## src/rtl/alu_exec_unit.sv

```systemverilog
// ALU execution unit: single-cycle logic/arithmetic ops plus an iterative
// shift-add unsigned multiply, with valid/ready handshakes on both sides.
module alu_exec_unit #(
  parameter int WIDTH = 32
) (
  input  logic             clk,
  input  logic             rst,
  input  logic             in_valid,
  output logic             in_ready,
  input  logic [3:0]       operation,
  input  logic [WIDTH-1:0] a,
  input  logic [WIDTH-1:0] b,
  output logic             out_valid,
  input  logic             out_ready,
  output logic [WIDTH-1:0] result,
  output logic [WIDTH-1:0] result_hi,
  output logic             zero,
  output logic             overflow,
  output logic             illegal
);

  localparam logic [3:0] OP_AND   = 4'b0000;
  localparam logic [3:0] OP_OR    = 4'b0001;
  localparam logic [3:0] OP_ADD   = 4'b0010;
  localparam logic [3:0] OP_SUB   = 4'b0110;
  localparam logic [3:0] OP_SLT   = 4'b0111;
  localparam logic [3:0] OP_NOR   = 4'b1100;
  localparam logic [3:0] OP_MULTU = 4'b1000;
  localparam int         CW       = $clog2(WIDTH + 1);

  typedef enum logic [1:0] {
    IDLE = 2'd0,
    MUL  = 2'd1,
    DONE = 2'd2
  } state_t;

  state_t             state_q;
  logic               in_ready_q;
  logic               out_valid_q;
  logic               zero_q;
  logic               overflow_q;
  logic               illegal_q;
  logic [WIDTH-1:0]   result_q;
  logic [WIDTH-1:0]   result_hi_q;
  logic [WIDTH-1:0]   mplier_q;
  logic [2*WIDTH-1:0] mcand_q;
  logic [2*WIDTH-1:0] acc_q;
  logic [CW-1:0]      cnt_q;

  logic [WIDTH-1:0]   sum_s;
  logic [WIDTH-1:0]   diff_s;
  logic [WIDTH-1:0]   alu_res_d;
  logic               alu_ovf_d;
  logic               alu_ill_d;
  logic               alu_mul_d;
  logic [2*WIDTH-1:0] acc_d;

  assign sum_s  = a + b;
  assign diff_s = a - b;

  // Single-cycle result, overflow and decode of the incoming operation
  always_comb begin
    alu_res_d = {WIDTH{1'b0}};
    alu_ovf_d = 1'b0;
    alu_ill_d = 1'b0;
    alu_mul_d = 1'b0;
    case (operation)
      OP_AND: alu_res_d = a & b;
      OP_OR:  alu_res_d = a | b;
      OP_ADD: begin
        alu_res_d = sum_s;
        alu_ovf_d = (a[WIDTH-1] == b[WIDTH-1]) && (sum_s[WIDTH-1] != a[WIDTH-1]);
      end
      OP_SUB: begin
        alu_res_d = diff_s;
        alu_ovf_d = (a[WIDTH-1] != b[WIDTH-1]) && (diff_s[WIDTH-1] != a[WIDTH-1]);
      end
      OP_SLT: begin
        // True signed compare so the answer survives a - b overflowing
        if ($signed(a) < $signed(b)) begin
          alu_res_d = {{(WIDTH-1){1'b0}}, 1'b1};
        end else begin
          alu_res_d = {WIDTH{1'b0}};
        end
      end
      OP_NOR:   alu_res_d = ~(a | b);
      OP_MULTU: alu_mul_d = 1'b1;
      default:  alu_ill_d = 1'b1;
    endcase
  end

  // Accumulator value after this multiply step
  always_comb begin
    if (mplier_q[0]) begin
      acc_d = acc_q + mcand_q;
    end else begin
      acc_d = acc_q;
    end
  end

  // Control FSM with registered handshake and result outputs
  always_ff @(posedge clk) begin
    if (rst) begin
      state_q     <= IDLE;
      in_ready_q  <= 1'b0;
      out_valid_q <= 1'b0;
      result_q    <= {WIDTH{1'b0}};
      result_hi_q <= {WIDTH{1'b0}};
      zero_q      <= 1'b0;
      overflow_q  <= 1'b0;
      illegal_q   <= 1'b0;
      mplier_q    <= {WIDTH{1'b0}};
      mcand_q     <= {(2*WIDTH){1'b0}};
      acc_q       <= {(2*WIDTH){1'b0}};
      cnt_q       <= {CW{1'b0}};
    end else begin
      case (state_q)
        IDLE: begin
          if (!in_ready_q) begin
            in_ready_q <= 1'b1;
          end else if (in_valid) begin
            in_ready_q <= 1'b0;
            if (alu_mul_d) begin
              mcand_q <= {{WIDTH{1'b0}}, a};
              mplier_q <= b;
              acc_q    <= {(2*WIDTH){1'b0}};
              cnt_q    <= CW'(WIDTH);
              state_q  <= MUL;
            end else begin
              result_q    <= alu_res_d;
              result_hi_q <= {WIDTH{1'b0}};
              zero_q      <= (alu_res_d == {WIDTH{1'b0}});
              overflow_q  <= alu_ovf_d;
              illegal_q   <= alu_ill_d;
              out_valid_q <= 1'b1;
              state_q     <= DONE;
            end
          end else begin
            in_ready_q <= 1'b1;
          end
        end
        MUL: begin
          acc_q    <= acc_d;
          mcand_q  <= mcand_q << 1;
          mplier_q <= mplier_q >> 1;
          cnt_q    <= cnt_q - CW'(1);
          if (cnt_q == CW'(1)) begin
            {result_hi_q, result_q} <= acc_d;
            zero_q      <= (acc_d == {(2*WIDTH){1'b0}});
            overflow_q  <= 1'b0;
            illegal_q   <= 1'b0;
            out_valid_q <= 1'b1;
            state_q     <= DONE;
          end else begin
            state_q <= MUL;
          end
        end
        DONE: begin
          if (out_ready) begin
            out_valid_q <= 1'b0;
            in_ready_q  <= 1'b1;
            state_q     <= IDLE;
          end else begin
            state_q <= DONE;
          end
        end
        default: begin
          out_valid_q <= 1'b0;
          in_ready_q  <= 1'b0;
          state_q     <= IDLE;
        end
      endcase
    end
  end

  assign in_ready  = in_ready_q;
  assign out_valid = out_valid_q;
  assign result    = result_q;
  assign result_hi = result_hi_q;
  assign zero      = zero_q;
  assign overflow  = overflow_q;
  assign illegal   = illegal_q;

endmodule

```

## config.mk

```make
export PLATFORM = sky130hd
export DESIGN_NAME = alu_exec_unit
export DESIGN_NICKNAME = d
export VERILOG_FILES = /design/src/rtl/alu_exec_unit.sv
export SDC_FILE = /design/constraint.sdc
export NUM_CORES = 1
export LEC_CHECK = 0
export ABC_AREA = 1
export BUFFER_PORTS_ARGS = -buffer_cell sky130_fd_sc_hd__buf_4
export CAP_MARGIN = 20
export CORE_MARGIN = 3
export CORE_UTILIZATION = 32
export CTS_BUF_LIST = sky130_fd_sc_hd__clkbuf_16
export CTS_CLUSTER_DIAMETER = 120
export DETAILED_ROUTE_END_ITERATION = 7
export SYNTH_ARGS = -nofsm -noshare
export SYNTH_HDL_FRONTEND = slang
export SYNTH_SLANG_ARGS = --single-unit
export TNS_END_PERCENT = 30
```

## constraint.sdc

```tcl
create_clock -name clk -period 4.9 [get_ports clk]
set_input_delay 0.98 -clock clk [delete_from_list [all_inputs] [get_ports clk]]
set_output_delay 0.98 -clock clk [all_outputs]
set_load 0.05 [all_outputs]
```

Word-level counts from Yosys, hierarchy flattened. Index checks and enable logic that the tools add are counted. W data, S select, Z words.

$add $sub $neg: 4. Bitwise gates (word level): 4. Shifts and indexed selects: 0. $mul: 0. Mux-type cells: 62. Reductions and logical operators: 13. Order comparisons: 1. Div/mod/pow operators: 0. Equality and inequality tests: 19.

Operators with widths (count): $mux W64 (7); $mux W32 (11); $pmux W64 S2 (2); $pmux W32 S2 (3); $pmux W32 S6 (1); $add A64 B64 Y64 (1); $logic_not A64 Y1 (1); $add A32 B32 Y32 (1); $and A32 B32 Y32 (1); $logic_not A32 Y1 (1); $lt A32 B32 Y1 (1); $not A32 Y32 (1); $or A32 B32 Y32 (1); $sub A32 B32 Y32 (1); $mux W1 (22); $mux W6 (3); $ne A2 B2 Y1 const B (6); $pmux W6 S2 (1); $mux W2 (5); $reduce_and A5 Y1 (2); $eq A4 B3 Y1 const B (2); $eq A4 B4 Y1 const B (2); $pmux W1 S2 (4); $reduce_or A7 Y1 (1); 17 further kinds (22).

Bits in read-only memories: 0. Input port bits: 72. RAM bits: 0. Bits in registers: 237. Bits in latches: 0. Logic and storage cells: 115. Memories kept: 0. Output and inout port bits: 69.

Logic depth before layout (Yosys ltp). Gate-level depths: netlist of run 1.

Word-level depth: 8. Mapped depth: 22. Gate-level depth less buffers: 22.

Least setup slack after synthesis of run 1. OpenSTA, ideal clock, no wires.

Kind: input-to-reg. From: input a[0]. To: register zero_q, in the netlist zero. Arrival time: 2.909 ns. Path slack: 1.921 ns. Stages: 19. Buffers on the path: 0. Path through: inv_1 -> ha_1 -> fa_1 -> nand3b_1 -> nand2_2 -> nand2_1 -> nand2_2 -> nand2_1 -> nand2_1 -> nand2_1 -> nand3_1 -> nand3_1 -> nor2_1 -> nand3_1 -> nor2_1 -> nand2_1 -> nor2_1 -> a21oi_1 -> a21oi_1.

Word-level cells in the longest chain between the ends: 8. Elaborated cells on any way between the ends: 13.

RTL lines: from (decl) (RTL line 11) `input logic [WIDTH-1:0] a,`; $lt A32 B32 Y1 or $or A32 B32 Y32 (tied branches) (RTL line 80, 69, 86); $mux W1 or $not A32 Y32 (tied branches) (RTL line 80, 86); $pmux W32 S6 * (RTL line 67) `case (operation)`; $logic_not A32 Y1 * (RTL line 132) `zero_q <= (alu_res_d == {WIDTH{1'b0}});`; $mux W1 * (RTL line 123) `if (alu_mul_d) begin`; $mux W1 * (RTL line 121) `end else if (in_valid) begin`; $mux W1 * (RTL line 119) `if (!in_ready_q) begin`; $pmux W1 S2 * (RTL line 117) `case (state_q)`; to (signal assigned) (RTL line 132); to (signal assigned) (RTL line 149) `zero_q <= (acc_d == {(2*WIDTH){1'b0}});`; to (decl) (RTL line 40) `logic zero_q;`.

Every way passes the cells marked *; elsewhere a longest branch is shown, timed or not. The select of a mux whose other input is x is not followed. A chain may end at the register's enable or synchronous reset.

Worst setup path after layout of run 1.
From: register mcand_q[0]. To: register zero_q, in the netlist zero.

Word-level cells in the longest chain between the ends: 5.

RTL lines: from (decl) (RTL line 46) `logic [2*WIDTH-1:0] mcand_q;`; from (signal assigned) (RTL line 113) `mcand_q <= {(2*WIDTH){1'b0}};`; from (signal assigned) (RTL line 124) `mcand_q <= {{WIDTH{1'b0}}, a};`; from (signal assigned) (RTL line 144) `mcand_q <= mcand_q << 1;`; $add A64 B64 Y64 (RTL line 95) `acc_d = acc_q + mcand_q;`; $mux W64 (RTL line 94) `if (mplier_q[0]) begin`; $logic_not A64 Y1 (RTL line 149); $mux W1 (RTL line 147) `if (cnt_q == CW'(1)) begin`; $pmux W1 S2 (RTL line 117).

Every way passes these cells. The select of a mux whose other input is x is not followed.

==> flow_metrics.tcl, run 1 <==
set metrics [dict create \
    status "finished, final reports clean" \
    cp_slowest_stage_delay_ns 0.41 \
    synthTopCellsByCount "1362 x nand2_1, 581 x inv_1, 336 x nor2_1" \
    placedInstanceArea_mm2 0.02379 \
    vias 24625 \
    crit_path_end_kind "register" \
    avgViaCountPerCell 5.070 \
    fin_area_mm2 0.02484 \
    fin_crit_sh 0.7242 \
    cts_buffer_depth 3 \
    fp.dieArea_mm2 0.07172 \
    finalSetupTns_ns 0 \
    reg2regPathDepth 19 \
    synth_top_family_by_area "simple AND/OR/NAND/NOR gates" \
    holdCritStartpoint "mplier_q[1]" \
    drt-pass1-iter-count 6 \
    cts-htree-levels 1 \
    cp-startpoint "mcand_q[0]" \
    grt-busiest-layer "met2" \
    place_congestion 0.9933 \
    numCtsBuffers 30 \
    start_util 0.3249 \
    post_drt_wl_per_cell_um 18.60 \
    path_delay_family "simple AND/OR/NAND/NOR gates" \
    yosys_most_used_dff "dfxtp_1" \
    worst_pin_slew_ns 1.011 \
    post_synth_and_or_nand_nor_area_fraction 0.3958 \
    hp-class "register to register" \
    synthXorXnorAreaFrac 0.002396 \
    grt_max_degree 110 \
    path_buf_inv 0 \
    worst_setup_path_start_kind "register" \
    netlist.area_leader.share 0.2331 \
    syn-num-nets 4143 \
    cp_common_cell "nand2_1" \
    synth_fa_ha_area_frac 0.1014 \
    post_cts_buffers 0 \
    netlist-cell-type-count 47 \
    ys_warn_count 0 \
    postSynthCellCount 3895 \
    cp_max_fo 4 \
    yosysSeqAreaShare 0.2163 \
    grt_util_met3 0.03333 \
    worstPathArrival_ns 4.08 \
    slew_viol_final 0 \
    dp_hpwl_mm 72.98 \
    coreArea_mm2 0.06751 \
    cts.reportedPaths.clkPinSlew_ns 0.06 \
    grt_pass1_vias 22577 \
    cts_root_buf "clkbuf_16" \
    maxCapViolations 0 \
    power_density_mw_per_mm2 246.0 \
    synth_area_leaders "nand2_1 23%, dfxtp_1 22%, inv_1 9.9%" \
    synth_compound_area_frac 0.1575 \
    endpoint "zero" \
    finClkSkew_ns 0.01572 \
    hold_violations 0 \
    rr_startpoint "mcand_q[0]" \
    antenna_found_initial 0 \
    met2_usage 0.3780 \
    r2r-end "zero" \
    cts_sinks 237 \
    die_height_um 267.8 \
    cts_hold_buffers 0 \
    pin_count 141 \
    rsz0062_at_grt "no" \
    cts_resized 0 \
    grt_util_met1 0.3553 \
    setup.worst_path.class "register to register" \
    tritoncts "built" \
    slowest_stage "fa_1" \
    setup_violations 0 \
    nets 4209 \
    layout_min_cycle_time_ns 3.549 \
    io_buffers 140 \
    fmax_mhz 281.8 \
    drt_iter0_markers 2364 \
    post-synth-top-count-cell "nand2_1" \
    async_reset_ff_frac 0 \
    critical_path_required_ns 5.43 \
    crit_cells 19 \
    rows 95 \
    clk_latency_ns 0.60 \
    syn_area_mm2 0.02193 \
    synth_edf_count 0 \
    detail-route-antenna-nets 0 \
    wl_mm 90.34 \
    synth.area.mux_share 0 \
    grt_pass1_wl_mm 136.5 \
    die_x_um 267.8 \
    grt-ovfl-total 0 \
    vdd_drop_max_mv 0.2678 \
    cp_cell_sequence "ha_1 > fa_1 > nand3_1 > nand2_1 > nand3_1 > nand3_1 > nand2_1 > nand2_1 > nand2_1 > nand2_1 > nand2_1 > nand3_1 > nand2_1 > nand2_1 > nor2_1 > nand2_1 > nor2_1 > nand4_1 > a21oi_1" \
    drive_gt1_frac 0.07708 \
    synth_seq_cells 237 \
    ff2ff_setup_slack_ns 1.35 \
    synth_top_cell_by_area "nand2_1" \
    drcViolationCount 0 \
    grt_usage 0.2466 \
    power.leakage_uw 0.01246 \
    avgSynthCellArea_um2 5.631 \
    syn_to_final_growth_pct 13.25 \
    slew_headroom 0.3263 \
]
==> worst min path at each step <==
stage               depth (start not counted)           end  slack (ns)
floorplan                                   2  mplier_q[31]        0.45
global placement                            2    result[21]        0.46
detailed placement                          2     result[7]        0.46
CTS                                         2   mplier_q[0]        0.47
global route                                2     result[7]        0.49
finish                                      2   mplier_q[0]        0.47
==> kinds of logic (layout without fill, tap and decap cells) <==
family / after synthesis / after routing
buf+inv: 729 / 817
fa+ha+maj: 176 / 176
compound gates: 629 / 629
simple gates: 2118 / 2118
other cells: 0 / 1
xor+xnor: 6 / 6
flops: 237 / 237
==> per-stage QoR <==
step | instances | total power, µW | setup WS (ns) | util | hold WS (ns)
floorplan | 3895 | 3147 | 1.921 | - | 0.4454
global placement | 4802 | 3721 | 0.8778 | 0.3524 | 0.4579
detailed placement | 4802 | 3713 | 0.9858 | 0.3524 | 0.4610
CTS | 4856 | 6142 | 1.388 | 0.3678 | 0.4697
global route | 4856 | 6374 | 1.075 | 0.3678 | 0.4889
finish | 4857 | 6109 | 1.351 | 0.3679 | 0.4706
==> worst register-to-register path, stage by stage, from the launching register on <==
cell,delay (ns)
dfxtp_1,0.34
ha_1,0.25
fa_1,0.41
nand3_1,0.18
nand2_1,0.13
nand3_1,0.12
nand3_1,0.27
nand2_1,0.18
nand2_1,0.17
nand2_1,0.23
nand2_1,0.08
nand2_1,0.07
nand3_1,0.10
nand2_1,0.10
nand2_1,0.05
nor2_1,0.10
nand2_1,0.06
nor2_1,0.20
nand4_1,0.26
a21oi_1,0.20
==> power breakdown <==
group          internal [µW]  switching [µW]
Clock                   1420             996
Sequential              2030            77.9
Combinational            447            1140
Total                   3890            2220
==> layout make-up <==
cell class | count | area [µm²]
clock buffers | 31 | 775.7
flip-flops and latches | 237 | 4746
well taps | 873 | 1092
diodes | 1 | 2.502
fillers | 7649 | 42680
clock inverters | 23 | 269.0
multi-input cells | 2929 | 14440
inverters | 598 | 2247
repair buffers | 165 | 1264
==> cell usage in the layout (no fill, tap or decap), types with 4 or more instances in the layout <==
cell,netlist,final
a21oi_1,290,290
a21oi_2,5,5
a221oi_1,22,22
a31oi_1,76,76
buf_4,4,163
bufinv_16,0,5
clkbuf_16,0,31
clkinv_1,5,8
clkinv_2,0,6
dfxtp_1,237,236
ha_1,173,173
inv_1,581,579
inv_2,12,13
inv_6,0,4
nand2_1,1362,1361
nand2_2,10,10
nand3_1,275,275
nand3_2,6,6
nand3b_1,11,11
nand4_1,35,35
nor2_1,336,333
nor2_2,17,17
nor2_4,2,5
nor3_1,29,29
o21ai_0,183,183
o21ai_1,6,6
o21bai_1,13,13
o221ai_1,4,4
o22ai_1,16,16
or2_2,30,30
xor2_1,5,5
==> per-layer routing <==
layer  vias to the layer above  part of all wire
met5                         -                 0
met4                         0             0.034
met3                       126             0.070
met2                       811              0.42
met1                     11165              0.48
li1                      12523                 -
==> flip-flops by register name, summed over array words and instances, names as in the netlist, 2 cells and up <==
register,cells
mcand_q,64
acc_q,64
result_hi,32
state_q,2
cnt_q,6
result,32
mplier_q,32
No activity file was read; power rests on OpenSTA's default activity.
==> run 2: changes to the inputs <==
==> constraint.sdc (replaced) <==
create_clock -name clk -period 2.94 [get_ports clk]
set_input_delay 0.588 -clock clk [delete_from_list [all_inputs] [get_ports clk]]
set_output_delay 0.588 -clock clk [all_outputs]
set_load 0.05 [all_outputs]
==> flow_metrics.tcl, run 2 (same netlist as run 1, synthesis figures left out) <==
set metrics [dict create \
    grt_usage 0.2569 \
    nets 4847 \
    start_util 0.3249 \
    die_x_um 267.8 \
    slew_headroom 0.4338 \
    drive_gt1_frac 0.2468 \
    detail-route-antenna-nets 0 \
    final_cell_mix "1296 x nand2_1, 787 x buf_4, 579 x inv_1, 295 x nor2_1, 270 x a21oi_1" \
    clk_latency_ns 0.62 \
    finalPower_uw 10660 \
    layout_min_cycle_time_ns 2.882 \
    io_buffers 140 \
    hold_violations 0 \
    rr_startpoint "acc_q[0]" \
    setup.worst_path.class "register to register" \
    worst_pin_slew_ns 0.8494 \
    place_congestion 1.049 \
    critical_path_required_ns 3.49 \
    grt_max_degree 102 \
    drcViolationCount 0 \
    drt_iter0_markers 2295 \
    antenna_found_initial 0 \
    holdWs_ns 0.2161 \
    min_path_cells 2 \
    pin_count 141 \
    tritoncts "built" \
    post-route-util 0.4550 \
    cp_cell_sequence "ha_2 > fa_2 > nand3_4 > buf_6 > nor2_2 > o21bai_1 > nand2_2 > nand2_2 > buf_4 > nand3b_1 > nand3_2 > nand2_1 > nor2_1 > nand2_1 > nor2_2 > nand2_2 > nor2_2 > nand4_1 > a21oi_1" \
    crit_path_end_kind "register" \
    ff2ff_setup_slack_ns 0.06 \
    r2r-end "zero" \
    cts_buffer_depth 3 \
    power_density_mw_per_mm2 347.1 \
    antenna_cells 0 \
    fmax_mhz 346.9 \
    die_height_um 267.8 \
    hp-class "input port to register" \
    coreArea_mm2 0.06751 \
    drt-pass1-iter-count 5 \
    cts_hold_buffers 0 \
    numCtsBuffers 31 \
    cts-htree-levels 1 \
    rows 95 \
    fin_crit_sh 0.9804 \
    mostFrequentLayoutCell "nand2_1" \
    maxCapViolations 0 \
    post_drt_wl_per_cell_um 17.22 \
    vdd_drop_max_mv 0.4985 \
    reg2regPathDepth 19 \
    cts_sinks 237 \
    wl_mm 94.65 \
    grt_pass1_vias 25074 \
    cp-startpoint "acc_q[0]" \
    vias 26994 \
    syn_to_final_growth_pct 40.08 \
    slowest_stage "fa_2" \
    fp.dieArea_mm2 0.07172 \
    finalSetupTns_ns 0 \
    worst_setup_path_start_kind "register" \
    reg.largest.list "acc_q: 64 flops, mcand_q: 64 flops" \
    cts_root_buf "clkbuf_16" \
    dp_hpwl_mm 76.58 \
    worstPathArrival_ns 3.43 \
    status "finished, final reports clean" \
    holdCritStartpoint "rst" \
    grt_pass1_wl_mm 144.7 \
    cp_slowest_stage_delay_ns 0.40 \
    cp_max_fo 3 \
    cts.reportedPaths.clkPinSlew_ns 0.06 \
    min_delay_worst_endpoint "acc_q[60]" \
    power.leakage_uw 0.01567 \
    avgViaCountPerCell 4.911 \
    setup_violations 0 \
    grt-ovfl-total 0 \
    finClkSkew_ns 0.01143 \
    slew_viol_final 0 \
]
-- run 2: cell types whose count changed in the layout (fill, tap and decap cells not counted), sizes merged --
| cell | change |
|---|---|
| clkinv | +2 |
| clkinvlp | +1 |
| bufinv | -3 |
| buf | +637 |
| diode | -1 |
| inv | +4 |
-- run 2: critical path, delay by kind of cell, from the launching register on --
family	cells	cell delay, ns
flip-flops	1	0.32
adder cells (fa/ha/maj)	2	0.60
AND/OR/NAND/NOR	13	1.31
buffers and inverters	2	0.20
AO/OA/AOI/OAI	2	0.38
-- run 2: final cells by class --
type                       count  area [µm²]
timing repair buffer         802        6191
fill                        7264       36790
multi-input combinational   2929       15430
clock buffer                  31       775.7
sequential                   237        4758
tap                          873        1092
clock inverter                27       226.5
inverter                     598        2247
-- run 2: stage by stage --
| step | cells | cell area (µm²) | setup WS (ns) |
|---|---|---|---|
| 6_report | 5497 | 30720 | 0.05770 |
| 5_1_grt | 5497 | 30720 | -0.05728 |
| 4_1_cts | 5488 | 29680 | 0.001031 |
| 3_5_place_dp | 5429 | 28630 | -0.4682 |
| 3_3_place_gp | 5429 | 28630 | -0.4731 |
| 2_1_floorplan | 3895 | 21930 | 0.3528 |
-- run 2: worst max-delay path by stage --
stage | slack, ns | depth (start not counted) | to
after floorplan | 0.35 | 19 | zero
after global placement | -0.47 | 20 | zero
after detailed placement | -0.47 | 19 | zero
after CTS | 0.001 | 19 | zero
after global routing | -0.06 | 19 | zero
final | 0.06 | 19 | zero
-- run 2: layer usage --
metal | wire length [µm] | GRT usage | part of all wire | vias up
li1 | - | - | - | 13802
met1 | 45200 | 0.3765 | 0.48 | 12209
met2 | 39870 | 0.3931 | 0.42 | 856
met3 | 6386 | 0.02866 | 0.067 | 127
met4 | 3194 | 0.08077 | 0.034 | 0
met5 | 0 | 0 | 0 | -
-- run 2: power breakdown --
group	internal [µW]	leakage, µW	total, µW	switching (µW)
registers	3380	0.00193	3520	131
clock network	2120	0.000498	3830	1710
logic	1280	0.0132	3320	2040
-- run 2: timing repair --
item                                    CTS  global route
buffers inserted                          1             9
endpoints found under the setup margin    2            14
gates resized for setup                  11           219
pin swaps                                 1            37
hold endpoints to repair                  0             0
